File: src/rtl/mem_block_reader.sv
// rtl/mem_block_reader.sv - sequential block read engine: memory words to a valid/ready stream
// Optional running XOR checksum of delivered words when MEM_RD_CHECKSUM_EN is defined.
module mem_block_reader #(
    parameter int ADDR_W  = 16,
    parameter int DATA_W  = 32,
    parameter int LEN_W   = 16,
    parameter int RD_WAIT = 1
) (
    input  logic              clk,
    input  logic              reset_n,
    input  logic              start,
    input  logic [ADDR_W-1:0] base_addr,
    input  logic [LEN_W-1:0]  length,
    output logic              busy,
    output logic              done,
    output logic              mem_enable,
    output logic              mem_R_W,
    output logic [ADDR_W-1:0] mem_Address,
    input  logic [DATA_W-1:0] mem_D_Out,
    output logic              out_valid,
    input  logic              out_ready,
    output logic [DATA_W-1:0] out_data,
    output logic              out_last,
    output logic [DATA_W-1:0] checksum
);

    localparam int WAIT_W = (RD_WAIT > 1) ? $clog2(RD_WAIT) : 1;

    typedef enum logic [1:0] {S_IDLE, S_ADDR, S_OUT, S_DONE} state_t;

    state_t            state, state_nxt;
    logic [ADDR_W-1:0] addr_q;
    logic [LEN_W-1:0]  remaining_q;
    logic [WAIT_W-1:0] wait_q;
    logic              wait_done;
    logic              last_word;
    logic              accept_start;
    logic              handshake;

    assign wait_done    = (wait_q == WAIT_W'(RD_WAIT - 1));
    assign last_word    = (remaining_q == LEN_W'(1));
    assign accept_start = (state == S_IDLE) && start;
    assign handshake    = (state == S_OUT) && out_ready;

    always_ff @(posedge clk or negedge reset_n) begin
        if (!reset_n) begin
            state <= S_IDLE;
        end else begin
            state <= state_nxt;
        end
    end

    always_comb begin
        state_nxt  = state;
        busy       = (state != S_IDLE);
        done       = (state == S_DONE);
        mem_enable = (state == S_ADDR);
        out_valid  = (state == S_OUT);
        case (state)
            S_IDLE: if (start) state_nxt = (length == '0) ? S_DONE : S_ADDR;
            S_ADDR: if (wait_done) state_nxt = S_OUT;
            S_OUT:  if (out_ready) state_nxt = last_word ? S_DONE : S_ADDR;
            S_DONE: state_nxt = S_IDLE;
            default: state_nxt = S_IDLE;
        endcase
    end

    // Address and remaining count only advance on a handshake that is not the final word,
    // so mem_Address keeps pointing at the last word read once the transfer ends.
    always_ff @(posedge clk or negedge reset_n) begin
        if (!reset_n) begin
            addr_q      <= '0;
            remaining_q <= '0;
            wait_q      <= '0;
            out_data    <= '0;
            out_last    <= 1'b0;
        end else begin
            if (accept_start) begin
                addr_q      <= base_addr;
                remaining_q <= length;
                wait_q      <= '0;
            end else if (state == S_ADDR) begin
                if (wait_done) begin
                    out_data <= mem_D_Out;
                    out_last <= last_word;
                    wait_q   <= '0;
                end else begin
                    wait_q <= wait_q + WAIT_W'(1);
                end
            end else if (handshake && !last_word) begin
                addr_q      <= addr_q + ADDR_W'(1);
                remaining_q <= remaining_q - LEN_W'(1);
            end
        end
    end

    assign mem_Address = addr_q;
    assign mem_R_W     = 1'b1;

`ifdef MEM_RD_CHECKSUM_EN
    logic [DATA_W-1:0] checksum_q;

    always_ff @(posedge clk or negedge reset_n) begin
        if (!reset_n) begin
            checksum_q <= '0;
        end else if (accept_start) begin
            checksum_q <= '0;
        end else if (handshake) begin
            checksum_q <= checksum_q ^ out_data;
        end
    end

    assign checksum = checksum_q;
`else
    assign checksum = '0;
`endif

endmodule

File: config.mk
export PLATFORM = sky130hd
export DESIGN_NAME = mem_block_reader
export DESIGN_NICKNAME = d
export VERILOG_FILES = /design/src/rtl/mem_block_reader.sv
export SDC_FILE = /design/constraint.sdc
export NUM_CORES = 1
export LEC_CHECK = 0
export ABC_CLOCK_PERIOD_IN_PS = 4300
export CAP_MARGIN = 40
export CORE_UTILIZATION = 65
export CTS_BUF_LIST = sky130_fd_sc_hd__clkbuf_4
export CTS_CLUSTER_DIAMETER = 150
export DETAILED_ROUTE_END_ITERATION = 10
export DONT_BUFFER_PORTS = 1
export PLACE_DENSITY = 0.87
export SLEW_MARGIN = 25
export SYNTH_ARGS = -nofsm -noshare
export SYNTH_HDL_FRONTEND = slang
export SYNTH_SLANG_ARGS = --single-unit
File: constraint.sdc
create_clock -name clk -period 4.3 [get_ports clk]
set_input_delay 0.43 -clock clk [delete_from_list [all_inputs] [get_ports clk]]
set_output_delay 0.43 -clock clk [all_outputs]
set_load 0.01 [all_outputs]
Word level (Yosys, flattened, before mapping). Cells that the tools add are included.

Bits in read-only memories: 0. Latch bits: 0. Memories kept: 0. Input bits: 68. Flip-flop bits (word level): 68. Output and inout port bits: 86. Logic and storage cells: 46. Bits in writable memories: 0.

Shifts and indexed selects: 0. Reduce and logical (&&, ||, !) cells: 12. Bitwise gates (word level): 2. Div/mod/pow operators: 0. Magnitude comparators: 0. Multiplexer cells: 15. Equality and inequality tests: 8. $add $sub $neg: 3. Multiply operators: 0.

Operator list (number): two-way mux 16 bit (6); adder 16 x 1 -> 16 bit (second input constant) (1); equality test 16 x 1 -> 1 bit (second input constant) (1); logical NOT 16 bit (1); subtractor 16 x 1 -> 16 bit (second input constant) (1); two-way mux 2 bit (5); case mux 2 bit (4 select lines) (1); AND reduction 3 bit (2); nonzero test 2 bit (3); equality test 2 bit (second input constant) (2); inequality test 2 x 1 -> 1 bit (second input constant) (2); inequality test 2 bit (second input constant) (2); logical AND 1 bit (3); two-way mux 1 bit (3); equality test 2 x 1 -> 1 bit (second input constant) (1); logical NOT 2 bit (1); NOT 1 bit (2); AND reduction 2 bit (1); adder 1 bit (second input constant) (1); logical NOT 1 bit (1).

Longest topological paths before layout.
Word-level depth: 6. Mapped depth: 8. Depth with buffers taken out: 7.

Worst setup path before layout. OpenSTA, ideal clock, no wires.

Kind: reg-to-reg. Start: register remaining_q[1]. End: register addr_q[9], in the netlist mem_Address[9]. Arrival time: 1854 ps. Period minus slack after synthesis: 1981 ps. Cell stages (with the launch flop): 9. Setup time: 127 ps. Setup slack: 2319 ps. Buffers on the path: 1. Required time: 4173 ps. Cell sequence: dfrtp_1 -> inv_1 -> ha_1 -> or4b_1 -> nor4_4 -> buf_4 -> nor2_2 -> a32oi_1 -> nand3_1.

Longest elaborated chain between the ends: 5.

RTL lines: start, declared (line 33) `logic [LEN_W-1:0] remaining_q;`; start signal, assigned (line 80) `remaining_q <= length;`; start signal, assigned (line 92) `remaining_q <= remaining_q - LEN_W'(1);`; equality test 16 x 1 -> 1 bit (line 41) `assign last_word = (remaining_q == LEN_W'(1));`; logical NOT 1 bit (line 90) `end else if (handshake && !last_word) begin`; logical AND 1 bit (line 90); nonzero test 2 bit (no line); AND reduction 2 bit (no line); end signal, assigned (line 79) `addr_q <= base_addr;`; end signal, assigned (line 91) `addr_q <= addr_q + ADDR_W'(1);`; end, declared (line 32) `logic [ADDR_W-1:0] addr_q;`.

No other way between the ends. A chain may end at the register's enable or synchronous reset.

Final worst setup path. Ends and elaborated chain as after synthesis.

==> results.md <==
* Fraction of layout cells with a size suffix above 1 at 18.5%
* EDFF count, synth at 0
* Crit path cell chain: inv_1 -> ha_1 -> or4b_1 -> nor4_4 -> buf_6 -> nand2b_1 -> or3_1 -> nand3_1
* Die Y-Extent at 75.8 um
* Reg-to-reg endpoint: mem_Address[9]
* Vias per cell at 5.96
* Fillers at 401
* Biggest area consumer among synthesized cells: dfrtp_1
* Area grow syn2layout at 3.54%
* Initial Utilization at 68.4%
* CP Capture Point: mem_Address[9]
* Die Wd at 75.8 um
* Worst-path maximum fanout at 12
* Simple-gate area share of the yosys netlist at 19.6%
* Final wirelength at 7360 um
* GRT overflow at 0
* Row count at 26
* Hpwl dp at between 5000 and 6000 um
* Total of max-cap violations at 0
* Die ar. at 5740 um2
* Pre-antenna DRT Iters at 4
* Clock Pin Slew Worst Setup and Hold Paths at 0.12 ns
* Sequential cell area at 1680 um2
* Max stage delay on crit path at slightly above 0.6 ns
* Largest net degree at the start of global routing at a little under 70
* Synth unique cells at 48
* Worst Path Buf+Inv at 2
* Mean post-synth cell area at 10.4 um2
* Final Skew at roughly 0.014 ns
* Pwr/cell area at slightly above 700 nW/um2
* Largest family of logic cells by synthesized area: simple AND/OR/NAND/NOR gates
* Worst VDD drop at 0.000341 V
* Synth warn at 0
* Final Hold Fails at 0
* Final setup fails at 0
* Post-route ant nets at 0
* Critical path launch point type: flop
* Antenna diode count at 0
* Seq/Total Area, Yosys at 47.4%
* Layout Nets at 412
* Cell depth of the worst setup path at 8
* H-Tree Depth at 3
* Area share of fa/ha/maj cells after synthesis at 1.06%
* Final core utilization at between 70% and 80%
* CTS Buffer Depth at 2
* CTS tree: built
* Pleak at between 1 and 1.5 nW
* Worst reg2reg setup slack at 1.74 ns
* Post-layout min period at 2.56 ns
* Crit end category: flop
* Slew Limit Fails at 0
* Status: finished, final reports clean
* DRT iter0 DRCs at 131
* Post-synthesis register bit count at 67
* Prevailing post-synth register cell: dfrtp_1
* Final period util at 59.5%
* Top post-synthesis cells by count: 67 x dfrtp_1, 35 x buf_4, 33 x mux2_2, 30 x nor2_1, 21 x nand2_1
* Reg-to-Reg Start: remaining_q[1]
* Most frequent cell after synthesis: dfrtp_1
* Vias at 2478
* Crit path from: remaining_q[1]
* Io pins at about 150
* Ys async rst share at between 90% and 100%
* Clk root buf: clkbuf_4
* Worst-Margin Slew at ~0.8 ns
* Vias in the first global route at 2260
* CP Class: flop to flop
* IO Port Bufs at 0
* WHS Path Cells at 2
* Drc violations at 0
* CP Data Required Time at 4.61 ns
* Compound-Gate Fraction of Synth Area at under 10%
* Synth area leaders: dfrtp_1 47%, mux2_2 11%, buf_4 7.4%
* Highest-delay cell along the critical path: nor4_4
* Fmax at between 300 and 400 MHz
* Multi-input gate area at 1650 um2
* GPL Wtd Cong at 0.865
* Post-Synth XOR/XNOR Area at 4.70%
* Setup Buffers After CTS at 0
* Synthesized area at 3540 um2
* DR WL/cell at ~18 um
* Reg2Reg Depth at 8
* Crit-path leading delay family: simple AND/OR/NAND/NOR gates
* First-pass GRT wire length at about 11000 um
* Initial antenna violation count at 0
* Core ar. at ~5200 um2
* Num CTS Buffers at 9
* Hold/Removal Path Class: input pin to flop
* Post-synth top area share at 47.4%
* Crit path DAT at about 2.9 ns
* Final setup TNS at 0 ns
* Max-slew headroom at 46.0%
* RSZ-0062 raised after global routing: no
* Post-Syn Instances at 341
* Total GRT Usage at 25.7%
* Clk sink count at 67
* Multiplexer share of the synthesized area at 10.8%
* Worst skew pair latency at ~0.42 ns
[through the flow]
stage	power (mW)	hold WS, ns	cell area, um2	worst slack (ns)	instances
3_5_place_dp	2.21	0.136	3480	1.78	398
5_1_grt	2.80	0.115	3660	1.59	416
6_report	2.63	0.117	3660	1.74	416
3_3_place_gp	2.10	0.136	3440	1.66	396
2_1_floorplan	1.98	0.134	3650	2.32	372
4_1_cts	2.64	0.119	3660	1.75	416
[metal layers]
layer  vias up  GRT usage [%]  wire length [um]  part of all wire (%)
li1       1148              -                 -                     -
met1      1211           31.2              2910                    40
met2        97           43.4              3840                    52
met3        22           6.08               404                   5.5
met4         0           11.9               193                   2.6
met5         -              0                 0                     0
[cell type report]
type                       count  area share (%)
clock buffer                   9            1.84
clock inverter                 7            2.12
inverter                       5           0.512
multi-input combinational    253            45.1
sequential                    67            45.8
tap                           70            2.39
timing repair buffer           5            2.29
[state kept, by name, indices dropped and copies added (netlist names)]
| name | count |
|---|---|
| out_data | 32 |
| out_last | 1 |
| remaining_q | 16 |
| mem_Address | 16 |
| state | 2 |
[cells in the final DEF (no fill, tap or decap), types with 2 or more instances in the layout]
master      count
nor4_1         15
or4_4           2
o21ai_0         6
nor2_1         30
nand2_1        21
nor3_1         10
ha_1            3
or3_1           6
a211oi_1        4
nand4_1         2
xnor2_1        18
clkbuf_4        9
conb_1         33
buf_16          2
a31oi_1         3
clkinvlp_4      3
nor3b_1         4
a21oi_1        14
nand3_1         8
and2_1          3
inv_1           5
nor4b_1         2
mux2_2         33
dfrtp_1        67
o21ai_1         6
or4_1           4
nor4_4          2
o31ai_1         3
and3_1          2
[cells by family (layout without fill, tap and decap cells)]
kind of cell | after synthesis | after routing
simple gates | 123 | 123
flops | 67 | 67
buf+inv | 52 | 26
compound gates | 41 | 41
mux | 34 | 34
xor+xnor | 19 | 19
fa+ha+maj | 3 | 3
other cells | 2 | 33
[where the power goes]
group	total, mW	internal, mW	switching, mW
clock	0.424	0.180	0.244
sequential	1.37	0.942	0.430
combinational	0.830	0.421	0.409
total	2.63	1.54	1.08
[timing repair]
item | 4_1_cts | 5_1_grt
endpoints found under the hold margin | 67 | 0
endpoints found under the setup margin | 0 | 0
hold buffers | 2 | 0
resized for setup | 0 | 0
[worst min-delay path by stage]
stage / slack, ns / from / to
final: 0.12 / base_addr[10] / mem_Address[10]
after global routing: 0.11 / base_addr[14] / mem_Address[14]
after CTS: 0.12 / base_addr[10] / mem_Address[10]
after detailed placement: 0.14 / reset_n / mem_Address[11]
after global placement: 0.14 / reset_n / mem_Address[11]
after floorplan: 0.13 / reset_n / mem_Address[0]
Power figures use the tool's default switching activity.
